## src/rtl/matrix_stream_loader.sv

```systemverilog
// matrix_stream_loader: parses a UART byte stream (header, X, A) into memory writes, then starts the compute core.
module matrix_stream_loader #(
  parameter int DATA_W      = 8,
  parameter int MAX_LOG2N   = 6,
  parameter int X_AW        = MAX_LOG2N,
  parameter int A_AW        = 2*MAX_LOG2N,
  parameter int TIMEOUT_CYC = 100000
) (
  input  logic                 clk,
  input  logic                 RST,
  input  logic [7:0]           rx_byte_in,
  input  logic                 rx_dv_in,
  output logic                 x_en_out,
  output logic                 x_we_out,
  output logic [DATA_W-1:0]    x_din_out,
  output logic [X_AW-1:0]      x_addr_out,
  output logic                 a_en_out,
  output logic                 a_we_out,
  output logic [DATA_W-1:0]    a_din_out,
  output logic [A_AW-1:0]      a_addr_out,
  output logic [MAX_LOG2N:0]   n_out,
  output logic                 n_valid_out,
  output logic                 start_out,
  input  logic                 done_in,
  output logic                 busy_out,
  output logic                 err_out,
  output logic [1:0]           err_code_out
);
  localparam int EB = DATA_W/8;
  localparam int IW = 2*MAX_LOG2N+1;
  localparam int KW = $clog2(MAX_LOG2N+1);
  localparam int BW = EB > 1 ? $clog2(EB) : 1;
  localparam int TW = TIMEOUT_CYC > 1 ? $clog2(TIMEOUT_CYC+1) : 1;
  localparam logic [TW-1:0] TLIM = TW'(TIMEOUT_CYC > 0 ? TIMEOUT_CYC-1 : 0);
  typedef enum logic [2:0] {IDLE, LOAD_X, LOAD_A, START, WAIT} state_t;
  state_t state;
  logic [KW-1:0] k;
  logic [IW-1:0] idx;
  logic [BW-1:0] bcnt;
  logic [TW-1:0] tcnt;
  logic [DATA_W-1:0] acc, nxt;
  logic last_byte, last_x, last_a, loading, tmo, hdr_ok;
  assign nxt = (acc << 8) | DATA_W'(rx_byte_in);
  assign last_byte = bcnt == BW'(EB-1);
  assign last_x = idx == (IW'(1) << k) - IW'(1);
  assign last_a = idx == (IW'(1) << {k, 1'b0}) - IW'(1);
  assign loading = state == LOAD_X || state == LOAD_A;
  assign tmo = TIMEOUT_CYC > 0 && loading && !rx_dv_in && tcnt == TLIM;
  assign hdr_ok = rx_byte_in >= 8'd1 && rx_byte_in <= 8'(MAX_LOG2N);
  assign busy_out = state != IDLE;
  always_ff @(posedge clk) begin
    if (RST) begin
      state <= IDLE;
      k <= '0;
      idx <= '0;
      bcnt <= '0;
      tcnt <= '0;
      acc <= '0;
      x_en_out <= 1'b0;
      x_we_out <= 1'b0;
      x_din_out <= '0;
      x_addr_out <= '0;
      a_en_out <= 1'b0;
      a_we_out <= 1'b0;
      a_din_out <= '0;
      a_addr_out <= '0;
      n_out <= '0;
      n_valid_out <= 1'b0;
      start_out <= 1'b0;
      err_out <= 1'b0;
      err_code_out <= 2'd0;
    end else begin
      x_en_out <= 1'b0;
      x_we_out <= 1'b0;
      a_en_out <= 1'b0;
      a_we_out <= 1'b0;
      start_out <= 1'b0;
      err_out <= 1'b0;
      tcnt <= (loading && !rx_dv_in) ? tcnt + TW'(1) : '0;
      if (tmo) begin
        err_out <= 1'b1;
        err_code_out <= 2'd2;
        state <= IDLE;
        n_valid_out <= 1'b0;
        idx <= '0;
        bcnt <= '0;
        acc <= '0;
      end else begin
        case (state)
          IDLE: if (rx_dv_in) begin
            if (hdr_ok) begin
              k <= rx_byte_in[KW-1:0];
              n_out <= (MAX_LOG2N+1)'(1) << rx_byte_in[KW-1:0];
              n_valid_out <= 1'b1;
              idx <= '0;
              bcnt <= '0;
              state <= LOAD_X;
            end else begin
              err_out <= 1'b1;
              err_code_out <= 2'd1;
            end
          end
          LOAD_X, LOAD_A: if (rx_dv_in) begin
            acc <= nxt;
            bcnt <= last_byte ? '0 : bcnt + BW'(1);
            if (last_byte && state == LOAD_X) begin
              x_en_out <= 1'b1;
              x_we_out <= 1'b1;
              x_din_out <= nxt;
              x_addr_out <= X_AW'(idx);
              idx <= last_x ? '0 : idx + IW'(1);
              if (last_x) state <= LOAD_A;
            end else if (last_byte) begin
              a_en_out <= 1'b1;
              a_we_out <= 1'b1;
              a_din_out <= nxt;
              a_addr_out <= A_AW'(idx);
              idx <= last_a ? '0 : idx + IW'(1);
              if (last_a) state <= START;
            end
          end
          START: begin
            start_out <= 1'b1;
            state <= WAIT;
            if (rx_dv_in) begin
              err_out <= 1'b1;
              err_code_out <= 2'd3;
            end
          end
          WAIT: begin
            if (rx_dv_in) begin
              err_out <= 1'b1;
              err_code_out <= 2'd3;
            end else if (done_in) begin
              state <= IDLE;
              n_valid_out <= 1'b0;
            end
          end
          default: state <= IDLE;
        endcase
      end
    end
  end
endmodule

```

## config.mk

```make
export PLATFORM = sky130hd
export DESIGN_NAME = matrix_stream_loader
export DESIGN_NICKNAME = d
export VERILOG_FILES = /design/src/rtl/matrix_stream_loader.sv
export SDC_FILE = /design/constraint.sdc
export NUM_CORES = 1
export LEC_CHECK = 0
export CAP_MARGIN = 30
export CELL_PAD_IN_SITES_DETAIL_PLACEMENT = 0
export CELL_PAD_IN_SITES_GLOBAL_PLACEMENT = 2
export CORE_ASPECT_RATIO = 2
export CORE_MARGIN = 4
export CORE_UTILIZATION = 28
export DETAILED_ROUTE_END_ITERATION = 10
export PLACE_DENSITY_LB_ADDON = 0.1
export RECOVER_POWER = 25
export SLEW_MARGIN = 40
export SYNTH_ARGS = -nofsm -noshare
export SYNTH_HDL_FRONTEND = slang
export SYNTH_SLANG_ARGS = --single-unit
```

## constraint.sdc

```tcl
create_clock -name clk -period 2.77 [get_ports clk]
set_input_delay 0.554 -clock clk [delete_from_list [all_inputs] [get_ports clk]]
set_output_delay 0.554 -clock clk [all_outputs]
set_load 0.01 [all_outputs]
```

==> metrics.cfg <==
[run_status]
status = complete, no violations

[place]
placed_area_um2 = 4592
gp_congestion = 0.7941
dp_cells = 667
post-dp-hpwl_um = 8534
io_buffers = 62

[drt]
drtIter0Drc = 138
via_per_inst = 4.947
drt-pass1-iter-count = 4
drc = 0
ant_nets = 0
drt-total-wl_um = 11510
wl_per_cell_um = 16.85
num_vias = 3379

[pwr]
power_mw = 2.421
total_leakage_power_nw = 1.689
p_int_mw = 1.862
peakVddDrop_mv = 0.2699
p_per_area_nw_per_um2 = 497.3
clkPwrFrac = 0.459
power_switching_mw = 0.5585
swShare = 0.2307
combPwrFrac = 0.038
p_seq_frac = 0.502

[die]
start_util = 0.2843
coreArea_um2 = 12990
ios = 63
num_rows = 59
die_w_um = 89.22
die_y_um = 170.4
fp.dieArea_um2 = 15200

[clock_tree]
cts_root_buf = clkbuf_16
numCtsBuffers = 9
cts-htree-levels = 3
clockBufferDepth = 2
cts_tree = built
clkLatencyLatePin_ns = 0.33
clkTransAtPathRegs_ns = 0.06
cts_sinks = 84
ctsHoldBuffers = 0

[synth]
yosys.area.top_type = dfxtp_1
ys_types = 53
syn_area_um2 = 3694
yosysTopAreaCellShare = 0.4553
async_reset_ff_frac = 0
yosysSeqAreaShare = 0.4553
synth_edf_count = 0
yosys_register_bits = 84
synth_fp_nets = 473
synthTopCellsByArea = dfxtp_1 (46%), nand2_1 (10%), a21oi_1 (7.2%)
yosys_warnings = 0
syn_inst = 459
synth_ff_type = dfxtp_1
syn_avg_cell_area_um2 = 8.047

[sta]
rsz0062_at_grt = no
fmax_ghz = 0.3646
setup_viol = 0
tightest_slew_ns = 1.070
slew_violations = 0
hold_violations = 0
relSlewSlack = 0.2864
fin_skew_ns = 0.007252
period_share = 0.9903
period_minus_slack_ns = 2.743
setup_tns_ns = 0

[setup_path]
required_ns = 3.03
critical_path.max_fanout = 5
crit_chain = clkdlybuf4s50_1 > or4_1 > or4_4 > or3_4 > or4b_1 > a21oi_1
critPathLaunchType = input pin
crit_arrival_ns = 3.00
critPathMaxStageDelay_ns = 0.55
r2r_cells = 7
setup.worst_path.end_class = flip-flop
timing.reg2reg.setup_slack_ns = 0.34
path_class = input pin to flip-flop
startpoint = rx_byte_in[3]
reg2reg_to = idx[5]
r2r_start = k[1]
slowest_stage = or4_4

[finish]
design_area_um2 = 4867
fill_cells = 1381
layoutNonFillerInstCount = 683
drive_gt1_frac = 0.1055
syn_to_final_growth_pct = 31.78
final_common_cell = nand2_1
final_cell_mix = nand2_1 (100), dfxtp_1 (84), a21oi_1 (53)
diodes = 0
nets = 540

[worst_hold_path]
min_from = a_addr_out[0]
min_to = a_addr_out[0]
worstHoldPathType = flip-flop to flip-flop
hold_path_depth = 2

[global_route]
antenna_found_initial = 0
grt_pass1_vias = 3265
grt_max_degree = 46
gr-usage-all-layers = 0.1583
grt_remaining_overflow = 0
grt_pass1_wl_um = 17850

[job]
cap_violations = 0

[through the flow]
step	utilization	hold WS [ns]	setup slack [ns]
floorplan	-	0.4300	-0.06710
global placement	0.3534	0.4428	-0.3976
detailed placement	0.3534	0.4449	-0.4311
CTS	0.3745	0.4361	0.03374
global route	0.3746	0.4491	0.001871
finish	0.3746	0.4485	0.02699
[how the worst max path moves through the flow]
stage,slack [ns],to,depth (start not counted)
after global placement,-0.40,n_out[2],6
after CTS,0.03,n_out[2],6
after global routing,0.002,n_out[2],6
after detailed placement,-0.43,n_out[2],6
final,0.03,n_out[2],6
after floorplan,-0.07,n_out[1],7
[registers in the layout, summed over array words and instances, names as in the netlist]
register	flops
idx	13
tcnt	17
k	3
start_out	1
a_we_out	1
err_code_out	2
x_din_out	8
a_din_out	8
n_valid_out	1
a_addr_out	12
x_we_out	1
state	3
n_out	7
x_addr_out	6
err_out	1
[cell type report]
cell class | instances | area, um^2 | area share
multi-input cells | 330 | 1836 | 0.3771
flip-flops and latches | 84 | 1682 | 0.3455
repair buffers | 95 | 862.1 | 0.1771
clock buffers | 9 | 225.2 | 0.04627
well taps | 152 | 190.2 | 0.03907
clock inverters | 7 | 50.05 | 0.01028
inverters | 6 | 22.52 | 0.004627
[power by group through the flow]
stage          sequential (mW)  clock [mW]  combinational, mW
3_3_place_gp              1.24           0             0.0961
6_report                  1.22        1.11             0.0929
3_5_place_dp              1.24           0             0.0961
5_1_grt                   1.22        1.22              0.101
2_1_floorplan             1.24           0             0.0432
4_1_cts                   1.22        1.17             0.0955
[Yosys cell counts (3+ instances only)]
library cell and count:
xor2_1 13, nor4_1 3, nand4_1 5, nand3_1 12, or4b_1 3, or3_1 3
and3_1 10, nand2b_1 3, clkbuf_1 32, and4_1 3, inv_1 6, nor2_1 31
nand4b_1 4, dfxtp_1 84, nand2_1 100, xnor2_1 16, a211o_1 3, a31oi_1 3
a2111oi_0 4, nor3_1 19, and2_1 3, o21ai_0 5, a21oi_1 53
[timing repair]
action	CTS	global route
endpoints found under the setup margin	5	4
pin swaps	1	1
cloned	0	0
setup buffers	0	0
endpoints found under the hold margin	0	0
gates resized for setup	3	4
[routing by layer]
metal  wire length (um)  global-route usage  vias up  share of wire
met3                292             0.02616       22          0.025
met2               6380              0.2795       65           0.55
li1                   -                   -     1700              -
met4                497             0.09397        0          0.043
met5                  0                   0        -              0
met1               4336              0.1701     1592           0.38
[critical path, delay by kind of cell]
family / cells / cell delay (ns)
AOI/OAI and AO/OA: 1 / 0.13
buffers and inverters: 1 / 0.43
and+or+nand+nor: 4 / 1.88
[logic make-up (layout without fill, tap and decap cells)]
group,after synthesis,count (layout),synth area share
and+or+nand+nor,215,215,0.2798
adders and majority gates,3,3,0.009484
buffers and inverters,45,117,0.05284
AOI/OAI and AO/OA,82,82,0.1311
muxes,1,1,0.002710
DFF,84,84,0.4553
xor gates and xnor gates,29,29,0.06877
Power figures use the tool's default switching activity.
